==> config.mk <==
export PLATFORM = sky130hd
export DESIGN_NAME = fc2_bias_adder
export DESIGN_NICKNAME = d
export VERILOG_FILES = /design/src/rtl/fc2_bias_adder_pkg.sv /design/src/rtl/fc2_bias_sat_add.sv /design/src/rtl/fc2_bias_adder.sv
export SDC_FILE = /design/constraint.sdc
export NUM_CORES = 2
export LEC_CHECK = 0
export CORE_AREA = 2 2 625 627
export DETAILED_ROUTE_END_ITERATION = 10
export DIE_AREA = 0 0 627 629
export DONT_BUFFER_PORTS = 1
export PLACE_DENSITY = 0.38
export SLEW_MARGIN = 10
export SYNTH_ARGS = -nofsm -noshare
export SYNTH_HDL_FRONTEND = slang
export SYNTH_SLANG_ARGS = --single-unit
==> constraint.sdc <==
create_clock -name clk -period 3.8 [get_ports clk]
set_input_delay 0.76 -clock clk [delete_from_list [all_inputs] [get_ports clk]]
set_output_delay 0.76 -clock clk [all_outputs]
set_load 0.02 [all_outputs]
==> src/rtl/fc2_bias_adder_pkg.sv <==
// Shared constants and FSM encoding for the FC2 bias adder.
// Latency: n/a (declarations only).
// Backpressure: n/a.
package fc2_bias_adder_pkg;

    // Geometry of the FC2 output stage (outputs per batch, batches per inference).
    localparam int FC2_N_LANE  = 16;
    localparam int FC2_N_BATCH = 2;
    // Lane widths: signed bias, signed accumulator, signed saturated output.
    localparam int FC2_W_BIAS  = 34;
    localparam int FC2_W_ACC   = 34;
    localparam int FC2_W_OUT   = 32;
    // Bias ROM address width (one word per batch).
    localparam int FC2_W_ADDR  = 1;

    // FSM encoding, kept as plain constants for compatibility with older tools.
    typedef logic [1:0] state_t;
    localparam state_t S_FETCH = 2'd0;
    localparam state_t S_LATCH = 2'd1;
    localparam state_t S_WAIT  = 2'd2;
    localparam state_t S_OUT   = 2'd3;

endpackage

==> src/rtl/fc2_bias_sat_add.sv <==
// One lane: signed accumulator + signed bias, saturated to the output width.
// Latency: purely combinational.
// Backpressure: none (no state).
module fc2_bias_sat_add
    import fc2_bias_adder_pkg::*;
#(
    parameter int W_A = FC2_W_ACC,
    parameter int W_B = FC2_W_BIAS,
    parameter int W_O = FC2_W_OUT
) (
    input  logic [W_A-1:0] acc,
    input  logic [W_B-1:0] bias,
    output logic [W_O-1:0] sum_sat
);

    // One guard bit above the wider operand so the raw sum can never wrap.
    localparam int W_S = ((W_A > W_B) ? W_A : W_B) + 1;

    logic signed [W_S-1:0] acc_x;
    logic signed [W_S-1:0] bias_x;
    logic signed [W_S-1:0] sum;
    logic signed [W_S-1:0] max_v;
    logic signed [W_S-1:0] min_v;

    assign acc_x  = W_S'($signed(acc));
    assign bias_x = W_S'($signed(bias));
    assign sum    = acc_x + bias_x;
    assign max_v  = W_S'({1'b0, {(W_O-1){1'b1}}});
    assign min_v  = ~max_v;

    // Clamp the full-precision sum into the signed output range.
    always_comb begin
        sum_sat = sum[W_O-1:0];
        if (sum > max_v) begin
            sum_sat = max_v[W_O-1:0];
        end else if (sum < min_v) begin
            sum_sat = min_v[W_O-1:0];
        end
    end

endmodule

==> src/rtl/fc2_bias_adder.sv <==
// Fetches the per-batch bias word from the FC2 bias ROM and adds it lane-wise, saturated, to the MAC accumulators.
// Latency: ROM read, latch, then result registered one cycle after the acc handshake (min 4 cycles per batch).
// Backpressure: result held stable until out_ready; acc_ready only in S_WAIT, so upstream stalls while a result is pending.
module fc2_bias_adder
    import fc2_bias_adder_pkg::*;
#(
    parameter int N_LANE  = FC2_N_LANE,
    parameter int N_BATCH = FC2_N_BATCH,
    parameter int W_BIAS  = FC2_W_BIAS,
    parameter int W_ACC   = FC2_W_ACC,
    parameter int W_OUT   = FC2_W_OUT,
    parameter int W_ADDR  = FC2_W_ADDR
) (
    input  logic                      clk,
    input  logic                      rstn,
    input  logic                      flush,
    output logic [W_ADDR-1:0]         rom_aa,
    output logic                      rom_cena,
    input  logic [N_LANE*W_BIAS-1:0]  rom_qa,
    input  logic                      acc_valid,
    output logic                      acc_ready,
    input  logic [N_LANE*W_ACC-1:0]   acc_data,
    output logic                      out_valid,
    input  logic                      out_ready,
    output logic [N_LANE*W_OUT-1:0]   out_data,
    output logic                      out_last
);

    state_t                     state;
    logic [W_ADDR-1:0]          batch_cnt;
    logic [N_LANE*W_BIAS-1:0]   bias_reg;
    logic [N_LANE*W_OUT-1:0]    sat_sum;
    logic                       is_last;

    assign is_last   = (batch_cnt == W_ADDR'(N_BATCH - 1));
    // Outputs decode from state only, so no input reaches an output combinationally.
    assign rom_aa    = batch_cnt;
    assign rom_cena  = (state != S_FETCH);
    assign acc_ready = (state == S_WAIT);

    // Lane 0 sits in the MSBs of every packed vector.
    for (genvar i = 0; i < N_LANE; i++) begin : g_lane
        fc2_bias_sat_add #(
            .W_A (W_ACC),
            .W_B (W_BIAS),
            .W_O (W_OUT)
        ) u_sat_add (
            .acc     (acc_data[(N_LANE-1-i)*W_ACC +: W_ACC]),
            .bias    (bias_reg[(N_LANE-1-i)*W_BIAS +: W_BIAS]),
            .sum_sat (sat_sum[(N_LANE-1-i)*W_OUT +: W_OUT])
        );
    end

    // Batch sequencing: fetch, latch bias, wait for accumulators, drain result.
    always_ff @(posedge clk or negedge rstn) begin
        if (!rstn) begin
            state     <= S_FETCH;
            batch_cnt <= '0;
        end else if (flush) begin
            state     <= S_FETCH;
            batch_cnt <= '0;
        end else begin
            case (state)
                S_FETCH: state <= S_LATCH;
                S_LATCH: state <= S_WAIT;
                S_WAIT:  if (acc_valid) state <= S_OUT;
                S_OUT: begin
                    if (out_ready) begin
                        state     <= S_FETCH;
                        batch_cnt <= is_last ? '0 : batch_cnt + 1'b1;
                    end
                end
                default: state <= S_FETCH;
            endcase
        end
    end

    // Capture the ROM word the cycle after the read was issued.
    always_ff @(posedge clk or negedge rstn) begin
        if (!rstn) begin
            bias_reg <= '0;
        end else if (state == S_LATCH) begin
            bias_reg <= rom_qa;
        end
    end

    // Result register: loads on the acc handshake, clears valid on drain or flush.
    always_ff @(posedge clk or negedge rstn) begin
        if (!rstn) begin
            out_valid <= 1'b0;
            out_data  <= '0;
            out_last  <= 1'b0;
        end else if (flush) begin
            out_valid <= 1'b0;
            out_last  <= 1'b0;
        end else if ((state == S_WAIT) && acc_valid) begin
            out_valid <= 1'b1;
            out_data  <= sat_sum;
            out_last  <= is_last;
        end else if ((state == S_OUT) && out_ready) begin
            out_valid <= 1'b0;
        end
    end

endmodule

# Word-level counts from Yosys, hierarchy flattened
# Cells that the tools add are included.
# word_totals
word_cells,117
out_inout_bits,517
register_bits,1061
in_bits,1093
# classes
n_lt_le_gt_ge,32
n_reduce_logical,11
addsub,17
bitwise,1
mux,45
n_eq_ne,5
# ops
cell,n
32-bit 2-to-1 mux,32
34-bit by 34-bit adder with 35-bit output,16
35-bit by 32-bit greater-than comparator with 1-bit output (second input constant),16
35-bit by 32-bit < comparator with 1-bit output (second input constant),16
1-bit 2-to-1 mux,9
2-bit case mux with 4 select lines,1
2-bit nonzero test,4
2-bit 2-to-1 mux,3
3-bit != test (second input constant),2
2-bit AND reduction,3
2-bit equality test (second input constant),2
3-bit nonzero test,1
2-bit by 1-bit equality test with 1-bit output (second input constant),1
1-bit logical AND,2
2-bit zero test,1
1-bit adder (second input constant),1
1-bit inverter,1

# Longest topological paths before layout
# depth
ltp_word,5
ltp_mapped,16
mapped_depth_nobuf,14

# Hierarchy
# Synthesis repeated with hierarchy kept, for this count alone.
# unflattened
hier_cells,7248
area_unflattened_um2,76448.3
# modules_own_cells
module,area_each_um2,n_inst,seq_area_each_um2,cells_per_inst
fc2_bias_adder,41284.6,1,26550.5,2261
fc2_bias_sat_add at g_lane[10].u_sat_add ...,2306.0,11,0.0,326
fc2_bias_sat_add at g_lane[0].u_sat_add ...,1908.1,4,0.0,280
fc2_bias_sat_add at g_lane[13].u_sat_add,2165.8,1,0.0,281

# Worst setup path before layout
# Ideal clock, no wire load.
# synth_timing
path_kind,input-to-reg
from,input port acc_data[380]
to,register out_data[359]
path_slack_ps,-266
arrival_ps,4000
setup_time_ps,66
path_stages,13
n_path_buf,1
t_required_ps,3734
cell_sequence,ha_1 a2111oi_0 o21ai_1 a21bo_2 a21oi_2 a21oi_1 or4_1 a31oi_1 o21ai_1 xnor2_1 o41ai_1 clkbuf_1 a221o_1
# synth_via
elab_chain_len,4
word_cells_on_any_way,5
classes_between,1 x add/sub; 2 x order compare; 2 x mux
# synth_lines
item,line_no,rtl
"start, declared",fc2_bias_adder.sv:22,"input logic [N_LANE*W_ACC-1:0] acc_data,"
34-bit by 34-bit adder with 35-bit output *,fc2_bias_sat_add.sv:27,assign sum = acc_x + bias_x;
35-bit by 32-bit < comparator with 1-bit output,fc2_bias_sat_add.sv:36,end else if (sum < min_v) begin
32-bit 2-to-1 mux,fc2_bias_sat_add.sv:36,
32-bit 2-to-1 mux *,fc2_bias_sat_add.sv:34,if (sum > max_v) begin
"end signal, assigned",fc2_bias_adder.sv:98,out_data <= sat_sum;
"end, declared",fc2_bias_adder.sv:25,"output logic [N_LANE*W_OUT-1:0] out_data,"
# Mark *: on every way between the ends. The rest lies on a longest branch, timed or not.
# A chain may end at the register's enable or synchronous reset.

# Final worst setup path
# layout_timing
from,register bias_reg[204]
to,register out_data[195]
# layout_via
elab_chain_len,4
word_cells_on_any_way,5
classes_between,1 x add/sub; 2 x order compare; 2 x mux
# layout_lines
item,line_no,rtl
"start, declared",fc2_bias_adder.sv:31,logic [N_LANE*W_BIAS-1:0] bias_reg;
"start signal, assigned",fc2_bias_adder.sv:83,bias_reg <= rom_qa;
34-bit by 34-bit adder with 35-bit output *,fc2_bias_sat_add.sv:27,
35-bit by 32-bit < comparator with 1-bit output,fc2_bias_sat_add.sv:36,
32-bit 2-to-1 mux,fc2_bias_sat_add.sv:36,
32-bit 2-to-1 mux *,fc2_bias_sat_add.sv:34,
# Marks and branches as above.

==> Flow_metrics.wiki <==
{| class="wikitable"
! Metric !! Value
|-
| Result of the run || finished with violations
|-
| Failing checks || hold timing
|-
| Clock tree from TritonCTS || yes
|-
| Leakage power summed over all cells || 39.4 nW
|-
| Buffer levels on the longest clock path || 4
|-
| Minimum setup slack after placement || -0.621 ns
|-
| Detailed-route wire length per cell || 27.3 µm
|-
| Dominant combinational cell family by area after synthesis || compound AO/OA/AOI/OAI gates
|-
| Worst path slowest cell || sky130_fd_sc_hd__dfrtp_2
|-
| Synthesized area per cell || 10.2 µm²
|-
| Async set-reset flop share out of synthesis || 1.00
|-
| Worst Setup Slack, final || 0.0749 ns
|-
| Count of flip-flops with a built-in enable after synthesis || 0
|-
| Number of warnings printed during yosys synthesis || 0
|-
| Final setup skew || 0.0687 ns
|-
| H-tree depth || 4
|-
| Number of max-cap violations || 0
|-
| Post-synthesis sequential area ratio || 0.397
|-
| Placeable Area || 0.388 mm²
|-
| Number of pins with negative max-slew slack in the final report || 0
|-
| Number of antenna violations at the first check in global routing || 166
|-
| Most used DFF post-synth || sky130_fd_sc_hd__dfrtp_1
|-
| Area fraction in and, or, nand and nor cells after synthesis || 0.0922
|-
| Total power consumption of the routed design || 93.7 mW
|-
| Net count of the mapped netlist || 8210
|-
| Number of synthesized register bits || about 1.1k
|-
| Cts bufs inserted || 156
|-
| Cell area after layout || about 0.092 mm²
|-
| Cell Chain, Critical Path || ha_4 > inv_2 > fa_2 > nor2b_1 > o21a_1 > a31o_2 > o41ai_4 > a31oi_4 > a22oi_2 > o31a_1 > nand2b_4 > a311o_1 > nor3_4 > buf_12 > clkbuf_16 > a221o_1
|-
| Path type of the worst setup path || reg2reg
|-
| Post-Route Utilization || 0.238
|-
| Maximum number of pins on one net before global-route repair || around 210
|-
| Starting density of the core || 0.173
|-
| First-iteration detailed-routing DRC count || approximately 3.5k
|-
| First-pass iteration count of the detailed router || 6
|-
| Data arrival time of the critical path || 4.41 ns
|-
| Maximum frequency from static timing analysis || 268 MHz
|-
| Dpl hpwl || between 200000 and 300000 µm
|-
| Portion of netlist area occupied by mux cells || 0.0893
|-
| Fraction of layout instances using a drive strength above 1 || 0.246
|-
| Die Wd || approximately 630 µm
|-
| Area Growth Syn to Fin || 37.8%
|-
| Worst hold-check slack || -0.352 ns
|-
| Setup-failing EPs final || 0
|-
| Total overflow reported by the global router || 0
|-
| Detailed-route wire length || 360000 µm
|-
| Post-synthesis share of cell area spent on xor and xnor gates || 0.0602
|-
| Ratio of final minimum period to clock period || 0.980
|-
| Fill count || around 42k
|-
| Family with the most delay on the worst path || compound AO/OA/AOI/OAI gates
|-
| Top cells by count, synth || 1061 x sky130_fd_sc_hd__dfrtp_1, 552 x sky130_fd_sc_hd__a21oi_1, 548 x sky130_fd_sc_hd__ha_1
|-
| Gpl congestion || 0.944
|-
| Minimum clock period || ~3.7 ns
|-
| Remaining number of nets flagged by the antenna check after routing || 0
|-
| Net count reported at finish || 9486
|-
| Remaining routing DRC violations || 0
|-
| Post-synthesis compound-gate area fraction || 0.226
|-
| Pwr dens || approximately 1000 mW/mm²
|-
| CTS root buf || sky130_fd_sc_hd__clkbuf_16
|-
| Routed via count || around 60k
|-
| Critical Path Max Stage Delay || 0.47 ns
|-
| Final std cells w/o fill || 13.2k
|-
| Placed Instances || 12.3k
|-
| Clock transition at the registers of the reported paths || roughly 0.06 ns
|-
| RSZ-0062 raised after global routing || true
|-
| Die span in y || roughly 630 µm
|-
| Clock latency reported for the late side of the worst-skew pair || between 0.8 and 0.9 ns
|-
| Worst-Margin Slew || 1.06 ns
|-
| Instance area at placement || between 0.07 and 0.08 mm²
|-
| Worst voltage drop across the vdd grid || 0.000484 V
|-
| Largest cells by area after synthesis || sky130_fd_sc_hd__dfrtp_1 40%, sky130_fd_sc_hd__ha_1 10%, sky130_fd_sc_hd__mux2_2 8.9%
|-
| Cell with the most instances after synthesis || sky130_fd_sc_hd__dfrtp_1
|-
| Cell accounting for the most synthesized area || sky130_fd_sc_hd__dfrtp_1
|-
| Via count normalized by instance count || 4.51
|-
| First-pass GRT wire length || 492000 µm
|-
| Mapped Cells || 6553
|-
| Final hold vios || 157
|-
| Required time of the worst setup path || 4.48 ns
|-
| Distinct cell type count after synthesis || 91
|-
| Area share of the largest cell type after synthesis || 0.397
|-
| Number of buffer cells added on primary ports || 0
|-
| Buffering stage count on the worst path with inverters included || 3
|-
| Vias in the first global route || 61.4k
|-
| Slew headroom || 0.293
|-
| Startpoint type of the worst setup path || register
|-
| Worst-path fanout max || 8
|-
| Max reg flops || 544
|-
| Classification of the worst-slack hold path || in2async
|-
| Die area || 0.394 mm²
|-
| Num Clock Sinks || 1061
|-
| Nature of the critical path endpoint || register
|-
| Site row count || 229
|-
| Arithmetic-cell share of the synthesized area counting full adders, half adders and majority gates || 0.107
|-
| Global routing usage summed across all routing layers || 0.174
|-
| Post-Syn Area || 0.0669 mm²
|-
| Num ports || 1610
|-
| Final total negative setup slack || 0 ns
|}
-- cell families after synthesis --
logic type | count (synthesis)
flops | 1061
buf+inv | 478
compound gates | 2144
xor+xnor | 460
mux | 531
simple gates | 1315
fa+ha+maj | 564
-- power by group --
| group | total, mW | leakage, nW | switching (mW) | internal, mW |
|---|---|---|---|---|
| Sequential | 27.7 | 12.4 | 10.7 | 17.0 |
| Combinational | 50.6 | 24.5 | 25.7 | 24.9 |
| Clock | 15.3 | 2.51 | 6.19 | 9.12 |
-- worst paths after layout --
check | start | endpoint | slack (ns) | cells past startpoint
min in group clk | rom_qa[71] | bias_reg[71]$_DFFE_PN0N_ | 0.10 | 1
max reg2reg | bias_reg[204]$_DFFE_PN0N_ | out_data[195]$_DFFE_PN0P_ | 0.07 | 16
min reg2reg | bias_reg[377]$_DFFE_PN0N_ | bias_reg[377]$_DFFE_PN0N_ | 0.51 | 1
max in group asynchronous | rstn | out_data[355]$_DFFE_PN0P_ | 0.83 | 5
max | bias_reg[204]$_DFFE_PN0N_ | out_data[195]$_DFFE_PN0P_ | 0.07 | 16
min | rstn | out_data[56]$_DFFE_PN0P_ | -0.35 | 0
-- layout by cell type, fill, tap and decap left out, drive strengths merged, types with 56 or more instances in the layout --
master	n
a21o	284
nor3	58
inv	174
o21bai	59
a221o	316
a31oi	71
nand2	382
ha	548
xor2	164
nand4	61
dlygate4sd3	537
buf	879
nand3	102
clkbuf	228
xnor2	296
a211oi	76
o21a	74
nor2b	56
nor2	396
a21oi	554
dfrtp	1061
nand2b	74
mux2	528
diode	72
o21ai	295
-- layer usage --
metal	GRT usage	wire, µm
met5	0	489
met4	0.0737	16100
met3	0.0533	26500
met2	0.317	185000
met1	0.184	133000
-- timing repair --
action | in CTS | in global routing
cloned | 5 | 11
endpoints found under the setup margin | 314 | 495
pin swaps | 21 | 99
buffers inserted | 14 | 27
hold buffers | 534 | 4
hold endpoints to repair | 697 | 161
gates resized for setup | 78 | 197
-- area by class of cell --
| cell class | count | area, µm² | area share |
|---|---|---|---|
| antenna | 72 | 180 | 0.00195 |
| clock inverter | 61 | 779 | 0.00845 |
| inverter | 170 | 638 | 0.00692 |
| timing repair buffer | 1426 | 13100 | 0.142 |
| tap | 5197 | 6500 | 0.0705 |
| multi-input combinational | 5014 | 40000 | 0.433 |
| sequential | 1061 | 26600 | 0.288 |
| clock buffer | 218 | 4460 | 0.0484 |
-- worst register-to-register path, cell delays in order, from the launching register on --
cell and delay [ns]:
sky130_fd_sc_hd__dfrtp_2 0.47, sky130_fd_sc_hd__ha_4 0.21, sky130_fd_sc_hd__inv_2 0.05, sky130_fd_sc_hd__fa_2 0.20, sky130_fd_sc_hd__nor2b_1 0.05, sky130_fd_sc_hd__o21a_1 0.19, sky130_fd_sc_hd__a31o_2 0.27, sky130_fd_sc_hd__o41ai_4 0.33
sky130_fd_sc_hd__a31oi_4 0.19, sky130_fd_sc_hd__a22oi_2 0.28, sky130_fd_sc_hd__o31a_1 0.26, sky130_fd_sc_hd__nand2b_4 0.17, sky130_fd_sc_hd__a311o_1 0.25, sky130_fd_sc_hd__nor3_4 0.08, sky130_fd_sc_hd__buf_12 0.16, sky130_fd_sc_hd__clkbuf_16 0.18
sky130_fd_sc_hd__a221o_1 0.26
Power figures use the tool's default switching activity.
